--- src/rtl/uart_host_ctrl.sv ---
// ============================================================================
//  uart_host_ctrl : host-side UART console sequencer (init, console, file I/O)
//  Revision 1.0   : initial release
// ============================================================================
`default_nettype none

module uart_host_ctrl #(
  parameter int UART_ADDR_W = 3,
  parameter int DATA_W      = 32,
  parameter int DIV         = 868,
  parameter int A_DIV       = 1,
  parameter int A_TXEN      = 2,
  parameter int A_RXEN      = 3,
  parameter int A_TXREADY   = 4,
  parameter int A_RXREADY   = 5,
  parameter int A_TXDATA    = 6,
  parameter int A_RXDATA    = 7
) (
  input  logic                   clk,
  input  logic                   reset,
  input  logic                   start,
  input  logic                   ld_fw,
  output logic                   uart_valid,
  output logic [UART_ADDR_W-1:0] uart_addr,
  output logic [DATA_W-1:0]      uart_wdata,
  output logic [3:0]             uart_wstrb,
  input  logic [DATA_W-1:0]      uart_rdata,
  input  logic                   uart_ready,
  input  logic [31:0]            tx_size,
  output logic [31:0]            tx_addr,
  input  logic [7:0]             tx_byte,
  output logic                   rx_valid,
  output logic [31:0]            rx_addr,
  output logic [7:0]             rx_byte,
  output logic                   char_valid,
  output logic [7:0]             char,
  output logic                   connected,
  output logic                   busy,
  output logic                   done
);

  localparam logic [3:0] S_IDLE     = 4'd0;
  localparam logic [3:0] S_CFG_DIV  = 4'd1;
  localparam logic [3:0] S_CFG_TXEN = 4'd2;
  localparam logic [3:0] S_CFG_RXEN = 4'd3;
  localparam logic [3:0] S_POLL_RX  = 4'd4;
  localparam logic [3:0] S_READ_RX  = 4'd5;
  localparam logic [3:0] S_DISPATCH = 4'd6;
  localparam logic [3:0] S_POLL_TX  = 4'd7;
  localparam logic [3:0] S_WRITE_TX = 4'd8;
  localparam logic [3:0] S_SZ_TX    = 4'd9;
  localparam logic [3:0] S_DAT_TX   = 4'd10;
  localparam logic [3:0] S_SZ_RX    = 4'd11;
  localparam logic [3:0] S_DAT_RX   = 4'd12;
  localparam logic [3:0] S_DONE     = 4'd13;

  localparam logic [7:0] C_ENQ = 8'h05;
  localparam logic [7:0] C_EOT = 8'h04;
  localparam logic [7:0] C_ACK = 8'h06;
  localparam logic [7:0] C_FRX = 8'h07;
  localparam logic [7:0] C_FTX = 8'h08;

  // Where a received byte is routed after READ_RX
  localparam logic [1:0] M_CON = 2'd0;
  localparam logic [1:0] M_SZ  = 2'd1;
  localparam logic [1:0] M_DAT = 2'd2;

  logic [3:0]  r_state, w_next, r_ret;
  logic [1:0]  r_mode;
  logic        r_valid, r_tx_file, r_connected;
  logic [31:0] r_cnt, r_size, r_tx_addr;
  logic [7:0]  r_rx_byte, r_tx_byte;
  logic        w_bus, w_acc, w_is_code;
  logic [31:0] w_size_shift;
  logic [DATA_W-9:0] w_unused_rdata;

  assign w_unused_rdata = uart_rdata[DATA_W-1:8];
  assign w_bus = (r_state inside {S_CFG_DIV, S_CFG_TXEN, S_CFG_RXEN, S_POLL_RX,
                                  S_READ_RX, S_POLL_TX, S_WRITE_TX});
  assign w_acc = w_bus && r_valid && uart_ready;
  assign w_is_code = (r_rx_byte inside {C_ENQ, C_EOT, C_FRX, C_FTX});
  assign w_size_shift = {r_rx_byte, r_size[31:8]};

  always_ff @(posedge clk) begin
    if (!reset) r_state <= S_IDLE;
    else        r_state <= w_next;
  end

  always_comb begin
    w_next = r_state;
    case (r_state)
      S_IDLE:     if (start) w_next = S_CFG_DIV;
      S_CFG_DIV:  if (w_acc) w_next = S_CFG_TXEN;
      S_CFG_TXEN: if (w_acc) w_next = S_CFG_RXEN;
      S_CFG_RXEN: if (w_acc) w_next = S_POLL_RX;
      S_POLL_RX:  if (w_acc && uart_rdata[0]) w_next = S_READ_RX;
      S_READ_RX:
        if (w_acc) begin
          if (r_mode == M_SZ)       w_next = S_SZ_RX;
          else if (r_mode == M_DAT) w_next = S_DAT_RX;
          else                      w_next = S_DISPATCH;
        end
      S_DISPATCH:
        case (r_rx_byte)
          C_ENQ:   w_next = r_connected ? S_POLL_RX : S_POLL_TX;
          C_EOT:   w_next = S_DONE;
          C_FRX:   w_next = S_SZ_TX;
          default: w_next = S_POLL_RX;
        endcase
      S_SZ_TX:
        if (r_cnt == 32'd4) w_next = (r_size == 32'd0) ? S_POLL_RX : S_DAT_TX;
        else                w_next = S_POLL_TX;
      S_DAT_TX:   w_next = (r_cnt == r_size) ? S_POLL_RX : S_POLL_TX;
      S_POLL_TX:  if (w_acc && uart_rdata[0]) w_next = S_WRITE_TX;
      S_WRITE_TX: if (w_acc) w_next = r_ret;
      S_SZ_RX:    w_next = S_POLL_RX;
      S_DAT_RX:   w_next = S_POLL_RX;
      S_DONE:     w_next = S_DONE;
      default:    w_next = S_IDLE;
    endcase
  end

  always_ff @(posedge clk) begin
    if (!reset) begin
      r_valid     <= 1'b0;
      r_mode      <= M_CON;
      r_ret       <= S_POLL_RX;
      r_tx_file   <= 1'b0;
      r_connected <= 1'b0;
      r_cnt       <= 32'd0;
      r_size      <= 32'd0;
      r_tx_addr   <= 32'd0;
      r_rx_byte   <= 8'd0;
      r_tx_byte   <= 8'd0;
    end else begin
      // Request rises one cycle after entry and drops right after completion
      if (w_bus && !r_valid)  r_valid <= 1'b1;
      else if (!w_bus || uart_ready) r_valid <= 1'b0;

      case (r_state)
        S_READ_RX: if (w_acc) r_rx_byte <= uart_rdata[7:0];
        S_POLL_TX: if (w_acc && uart_rdata[0] && r_tx_file) r_tx_byte <= tx_byte;
        S_DISPATCH:
          case (r_rx_byte)
            C_ENQ:
              if (!r_connected) begin
                r_connected <= 1'b1;
                r_tx_byte   <= ld_fw ? C_FRX : C_ACK;
                r_ret       <= S_POLL_RX;
                r_tx_file   <= 1'b0;
              end
            C_FRX: begin
              r_size <= tx_size;
              r_cnt  <= 32'd0;
            end
            C_FTX: begin
              r_mode <= M_SZ;
              r_size <= 32'd0;
              r_cnt  <= 32'd0;
            end
            default: ;
          endcase
        S_SZ_TX:
          if (r_cnt == 32'd4) begin
            r_cnt <= 32'd0;
          end else begin
            // Rotating keeps the full size intact after all four bytes
            r_tx_byte <= r_size[7:0];
            r_size    <= {r_size[7:0], r_size[31:8]};
            r_cnt     <= r_cnt + 32'd1;
            r_ret     <= S_SZ_TX;
            r_tx_file <= 1'b0;
          end
        S_DAT_TX:
          if (r_cnt != r_size) begin
            r_tx_addr <= r_cnt;
            r_cnt     <= r_cnt + 32'd1;
            r_ret     <= S_DAT_TX;
            r_tx_file <= 1'b1;
          end
        S_SZ_RX: begin
          r_size <= w_size_shift;
          if (r_cnt == 32'd3) begin
            r_cnt  <= 32'd0;
            r_mode <= (w_size_shift == 32'd0) ? M_CON : M_DAT;
          end else begin
            r_cnt <= r_cnt + 32'd1;
          end
        end
        S_DAT_RX:
          if (r_cnt + 32'd1 == r_size) begin
            r_cnt  <= 32'd0;
            r_mode <= M_CON;
          end else begin
            r_cnt <= r_cnt + 32'd1;
          end
        default: ;
      endcase
    end
  end

  always_comb begin
    uart_valid = r_valid;
    uart_addr  = '0;
    uart_wdata = '0;
    uart_wstrb = 4'h0;
    case (r_state)
      S_CFG_DIV:  begin uart_addr = UART_ADDR_W'(A_DIV);  uart_wdata = DATA_W'(DIV); uart_wstrb = 4'hF; end
      S_CFG_TXEN: begin uart_addr = UART_ADDR_W'(A_TXEN); uart_wdata = DATA_W'(1);   uart_wstrb = 4'hF; end
      S_CFG_RXEN: begin uart_addr = UART_ADDR_W'(A_RXEN); uart_wdata = DATA_W'(1);   uart_wstrb = 4'hF; end
      S_POLL_RX:  uart_addr = UART_ADDR_W'(A_RXREADY);
      S_READ_RX:  uart_addr = UART_ADDR_W'(A_RXDATA);
      S_POLL_TX:  uart_addr = UART_ADDR_W'(A_TXREADY);
      S_WRITE_TX: begin uart_addr = UART_ADDR_W'(A_TXDATA); uart_wdata = DATA_W'(r_tx_byte); uart_wstrb = 4'h1; end
      default: ;
    endcase
    char_valid = (r_state == S_DISPATCH) && !w_is_code;
    char       = char_valid ? r_rx_byte : 8'd0;
    rx_valid   = (r_state == S_DAT_RX);
    rx_addr    = rx_valid ? r_cnt : 32'd0;
    rx_byte    = rx_valid ? r_rx_byte : 8'd0;
    tx_addr    = r_tx_addr;
    connected  = r_connected;
    done       = (r_state == S_DONE);
    busy       = (r_state != S_IDLE) && (r_state != S_DONE);
  end

endmodule

`default_nettype wire

--- config.mk ---
export PLATFORM = sky130hd
export DESIGN_NAME = uart_host_ctrl
export DESIGN_NICKNAME = d
export VERILOG_FILES = /design/src/rtl/uart_host_ctrl.sv
export SDC_FILE = /design/constraint.sdc
export NUM_CORES = 1
export LEC_CHECK = 0
export BUFFER_PORTS_ARGS = -buffer_cell sky130_fd_sc_hd__buf_2
export CAP_MARGIN = 20
export CORE_MARGIN = 2
export CORE_UTILIZATION = 33
export CTS_CLUSTER_SIZE = 12
export DETAILED_ROUTE_END_ITERATION = 12
export SLEW_MARGIN = 0
export SYNTH_ARGS = -nofsm -noshare
export SYNTH_HDL_FRONTEND = slang
export SYNTH_SLANG_ARGS = --single-unit
--- constraint.sdc ---
create_clock -name clk -period 3.5 [get_ports clk]
set_input_delay 0.175 -clock clk [delete_from_list [all_inputs] [get_ports clk]]
set_output_delay 0.175 -clock clk [all_outputs]
set_load 0.05 [all_outputs]
==> results of run 1 <==
-- through the flow --
step                      hold slack [ns]  total power, mW  setup WS, ns  cells
after floorplan                     0.313             2.99         0.363   1015
final                             0.00596             5.37         0.202   1438
after CTS                         0.00147             5.39         0.275   1438
after global routing               0.0168             5.63        0.0117   1438
after global placement              0.407             3.45         0.341   1400
after detailed placement            0.411             3.45         0.332   1400
-- area by class of cell --
cell class                 instances  area, um^2  area share [%]
sequential                       125        2500            26.4
clock buffer                      18         439            4.63
inverter                          21        78.8           0.831
timing repair buffer             220        1320            13.9
tap                              285         357            3.76
multi-input combinational        755        4600            48.5
clock inverter                    14         194            2.04
-- placed cells by master, fill, tap and decap left out, types with 10 or more instances in the layout --
cell type,n
buf_2,155
nor2_1,128
dfxtp_1,125
nand2_1,65
buf_4,56
a21oi_1,45
and2_1,44
a211oi_1,41
a22oi_1,39
nand3_1,36
mux2i_1,32
o21ai_0,31
xnor2_1,28
nor3_1,26
nor4_1,25
conb_1,22
nand4_1,20
inv_1,19
clkbuf_16,17
or3_1,15
and3_1,14
xor2_1,14
o311ai_0,12
o31ai_1,11
a31oi_1,10
-- timing repair --
item / 4_1_cts / 5_1_grt
hold buffers: 6 / 0
endpoints found under the hold margin: 6 / 0
buffers inserted: 0 / 0
-- registers in the layout, summed over array words and instances (netlist names) --
name / flops
r_state: 4
uart_valid: 1
r_cnt: 32
tx_addr: 32
r_tx_byte: 8
r_rx_byte: 8
r_tx_file: 1
r_mode: 2
connected: 1
r_size: 32
r_ret: 4
-- metal layers --
layer	share of wire, %	global-route usage [%]	routed length (um)
met1	46	30.6	12500
met2	43	33.2	11700
met3	7.4	4.39	2010
met4	3.2	9.00	875
met5	0	0	0
-- worst max-delay path: stages (launching register included) --
cell and delay [ns]:
dfxtp_1 0.37, buf_4 0.18, nand4_1 0.24, or3_1 0.53, nor3_1 0.47, a21oi_1 0.14, o22a_1 0.26, a41oi_2 0.29
nand2_1 0.11, buf_4 0.21, o311ai_0 0.37
-- logic make-up (layout without fill, tap and decap cells) --
group | after synthesis | count (layout)
compound gates | 246 | 246
xor+xnor | 42 | 42
fa+ha+maj | 4 | 4
buf+inv | 135 | 273
flops | 125 | 125
mux | 32 | 32
other cells | 1 | 22
simple gates | 409 | 409
-- how the worst min path moves through the flow --
| stage | from | endpoint |
|---|---|---|
| after floorplan | reset | r_state[0] |
| after global placement | uart_rdata[1] | r_rx_byte[1] |
| after detailed placement | uart_rdata[2] | r_rx_byte[2] |
| after CTS | uart_rdata[4] | r_rx_byte[4] |
| after global routing | uart_rdata[4] | r_rx_byte[4] |
| final | uart_rdata[4] | r_rx_byte[4] |
-- report_power, final --
group / total (mW) / switching (mW) / internal (mW)
registers: 1.68 / 0.157 / 1.52
clock network: 1.92 / 0.706 / 1.21
logic: 1.77 / 1.22 / 0.552
total: 5.37 / 2.09 / 3.28
==> impl_metrics.ini, run 1 <==
[route]
drt-wirelength-per-cell_um = 18.8
dr.pass1.iters = 7
drc = 0
first_iter_violations = 708
drt_wl_total_um = 27000
vias = 8072
viasPerCell = 5.61
postRouteAntennaNets = 0

[clock_tree]
clockRootBuffer = clkbuf_16
h-tree-depth = 4
worstSkewPairLatency_ns = 0.43
cts.reportedPaths.clkPinSlew_ns = 0.06
cts_inserted_buffers = 17
cts_resized = 0
cts.sinks = 125
clockBufferDepth = 2
cts_tree = yes

[pwr]
ir_drop_mv = 0.298
p_leak_nw = 4.05
p_per_area_nw_per_um2 = 566

[logic_synthesis]
yosysWarnings = 0
synth_cell_types = 64
synth_xor_area_share_pct = 4.82
synth-seq-area-share_pct = 32.8
synth_flop_cell = dfxtp_1
netlist_instances = 994
synth_area_um2 = 7630
synth_commonest_cells = 130 x nor2_1, 125 x dfxtp_1, 70 x clkbuf_1
synthAdderAreaFrac_pct = 0.656
syn_avg_cell_area_um2 = 7.68
yosys.area.top_type = dfxtp_1
synth_compound_area_share_pct = 22.4
async_reset_ff_share_pct = 0
ys_ff_latch = 125
muxShareOfSynthArea_pct = 4.20
synthMostInstantiatedCell = nor2_1
synthTopCellsByArea = dfxtp_1 33%, nor2_1 6.4%, mux2i_1 4.2%
synth_top_family_by_area = simple AND/OR/NAND/NOR gates
synthSimpleGateAreaFrac_pct = 26.8
synth_top_area_share_pct = 32.8
synth_edf_count = 0

[global_route]
grt_usage_pct = 22.0
grt_pass1_vias = 7325
grt_start_max_net_pins = 45
antenna_found_initial = 0
overflow = 0
grt_pass1_wl_um = 41600

[floorplan]
fp-row-count = 55
die_y_um = 156
initial_utilization_pct = 33.7
io_pins = 202
fp.dieW_um = 156
die_area_um2 = 24400
core-area_um2 = 22600

[setup_path]
cp_max_fo = 17
r2r_end = r_cnt[19]
startpoint_type = register
critPathLaunch = r_cnt[8]
rr_startpoint = r_cnt[8]
r2r_cells = 10
endpoint_kind = register
path_class = reg -> reg
rrSetupSlack_ns = 0.20
cp.arrival_ns = 3.59
cp.required_ns = 3.80
endpoint = r_cnt[19]

[timing]
fin_crit_ns = 3.30
fin_worst_skew_ns = 0.0141
hold_viol = 0
slew_viol_final = 0
slew_headroom_pct = 44.1
tightestPinTransition_ns = 0.838
fin_tns_setup_ns = 0
rsz0062_at_grt = false
fmax_mhz = 303
min_period_over_period_pct = 94.2
setup_viol = 0

[finish]
n_fill_cell = 2321
drive_gt1_share_pct = 22.4
postLayoutCellArea_um2 = 9490
area_growth_pct = 24.3
diodes = 0
fin_util_pct = 41.9
nets = 1221

[place]
gp_congestion = 0.933
portBuffers = 155
hpwl_um = 19900
placed_area_um2 = 8800

[min_path]
hold_class = in -> reg
hold_depth = 3

[run]
maxCapViolations = 0

[outcome]
status = finished clean
(Power assumes the default switching activity.)
==> inputs of run 2 (changes only) <==
--- a/config.mk
+++ b/config.mk
@@ -7,7 +7,7 @@
 export LEC_CHECK = 0
 export BUFFER_PORTS_ARGS = -buffer_cell sky130_fd_sc_hd__buf_2
 export CAP_MARGIN = 20
-export CORE_MARGIN = 2
+export CORE_MARGIN = 5
 export CORE_UTILIZATION = 33
 export CTS_CLUSTER_SIZE = 12
 export DETAILED_ROUTE_END_ITERATION = 12
==> run 2 against run 1 <==
- sequential cell count unchanged
- register-to-register slack gained 0.04 ns
- clock skew shrank 0.00094 ns
- critical path type unchanged
- largest power group unchanged
==> impl_metrics.ini, run 2 (synthesis gave the netlist of run 1 again) <==
[floorplan]
initial_utilization_pct = 33.6
fp-row-count = 55
die_y_um = 162
die_area_um2 = 26300
core-area_um2 = 22700
io_pins = 202
fp.dieW_um = 162

[route]
drt-wirelength-per-cell_um = 19.2
drc = 0
viasPerCell = 5.60
dr.pass1.iters = 5
vias = 8051
drt_wl_total_um = 27600
first_iter_violations = 674
postRouteAntennaNets = 0

[setup_path]
endpoint_kind = register
crit_family = simple AND/OR/NAND/NOR gates
path_buf_inv = 1
cp_max_fo = 25
startpoint_type = register
cpMaxStageDelayCell = or4_4
slowest_delay_ns = 0.68
crit_chain = nand3_2 -> or4_4 -> nor4_1 -> o2111ai_1 -> nor4_2 -> a41oi_2 -> buf_4 -> a31oi_1 -> o22ai_1
r2r_cells = 9
path_class = reg -> reg
cp.required_ns = 3.80
cp.depth = 9
cp.arrival_ns = 3.56

[clock_tree]
cts.reportedPaths.clkPinSlew_ns = 0.06
worstSkewPairLatency_ns = 0.42
cts.sinks = 125
clockRootBuffer = clkbuf_16
cts_tree = yes
clockBufferDepth = 2
cts_inserted_buffers = 17
h-tree-depth = 4

[timing]
fin_crit_ns = 3.26
fin_worst_skew_ns = 0.0132
slew_headroom_pct = 47.6
setup_viol = 0
whs_ns = 0.0896
fin_tns_setup_ns = 0
tightestPinTransition_ns = 0.785
min_period_over_period_pct = 93.1
slew_viol_final = 0
hold_viol = 0
fmax_mhz = 307
rsz0062_at_grt = false

[global_route]
grt_pass1_vias = 7711
antenna_found_initial = 0
overflow = 0
grt_pass1_wl_um = 43500
grt_usage_pct = 20.9
grt_start_max_net_pins = 65

[pwr]
ir_drop_mv = 0.278
p_per_area_nw_per_um2 = 580
power_frac_comb_pct = 32.1
switching_share_pct = 38.0
p_leak_nw = 4.06
p_seq_share_pct = 30.5
switchingPower_mw = 2.10
p_int_mw = 3.42
clock_power_share_pct = 37.3

[finish]
drive_gt1_share_pct = 22.2
postLayoutCellArea_um2 = 9510
n_fill_cell = 2333
diodes = 0
layout_commonest_cell = buf_2
area_growth_pct = 24.6
final_cell_mix = 155 x buf_2, 128 x nor2_1, 124 x dfxtp_1, 65 x nand2_1, 55 x buf_4
nets = 1220

[place]
portBuffers = 155
placed_area_um2 = 8760
hpwl_um = 20200
gp_congestion = 0.962

[outcome]
status = finished clean

[min_path]
hold_class = in -> reg
hold_depth = 3

[run]
maxCapViolations = 0
[run 2: routing by layer]
layer | up-vias | part of all wire [%] | global-route usage, %
met4 | 0 | 2.5 | 7.30
met2 | 333 | 44 | 31.7
met1 | 3789 | 46 | 29.8
met5 | - | 0 | 0
li1 | 3894 | - | -
met3 | 35 | 6.8 | 3.60
[run 2: per-stage QoR]
| step | util [%] | worst slack [ns] | total power [mW] | cells |
|---|---|---|---|---|
| after global routing | 41.9 | 0.0227 | 5.81 | 1437 |
| after global placement | 38.6 | 0.325 | 3.46 | 1397 |
| after CTS | 41.8 | 0.186 | 5.54 | 1436 |
| final | 41.9 | 0.241 | 5.52 | 1437 |
| after detailed placement | 38.6 | 0.220 | 3.46 | 1397 |
| after floorplan | - | 0.363 | 2.99 | 1015 |
[run 2: cell type report]
type,count,area [um^2],area share [%]
clock buffer,18,429,4.51
clock inverter,14,241,2.54
inverter,21,78.8,0.829
multi-input combinational,755,4600,48.4
sequential,125,2500,26.3
tap,285,357,3.75
timing repair buffer,219,1300,13.7
[run 2: final timing paths]
check                   from      endpoint  slack [ns]
hold / removal    tx_byte[0]  r_tx_byte[0]        0.09
setup / recovery    r_cnt[3]     r_cnt[13]        0.24
setup reg to reg    r_cnt[3]     r_cnt[13]        0.24
hold reg to reg     r_ret[3]      r_ret[3]        0.46
[run 2: worst min-delay path, delay by kind of cell]
kind / cells / cell delay (ns)
buffers and inverters: 1 / 0.10
AO/OA/AOI/OAI: 2 / 0.18
[run 2: repair_timing]
action	4_1_cts	5_1_grt
endpoints found under the setup margin	0	14
endpoints found under the hold margin	7	0
gates resized for setup	0	2
buffers inserted	0	0
hold buffers	7	0
[run 2: power by group through the flow]
stage	Sequential [mW]	Combinational [mW]	Clock (mW)
3_3_place_gp	1.71	1.75	0
3_5_place_dp	1.71	1.75	0
2_1_floorplan	1.63	1.35	0
6_report	1.69	1.77	2.06
4_1_cts	1.68	1.77	2.09
5_1_grt	1.70	1.94	2.17
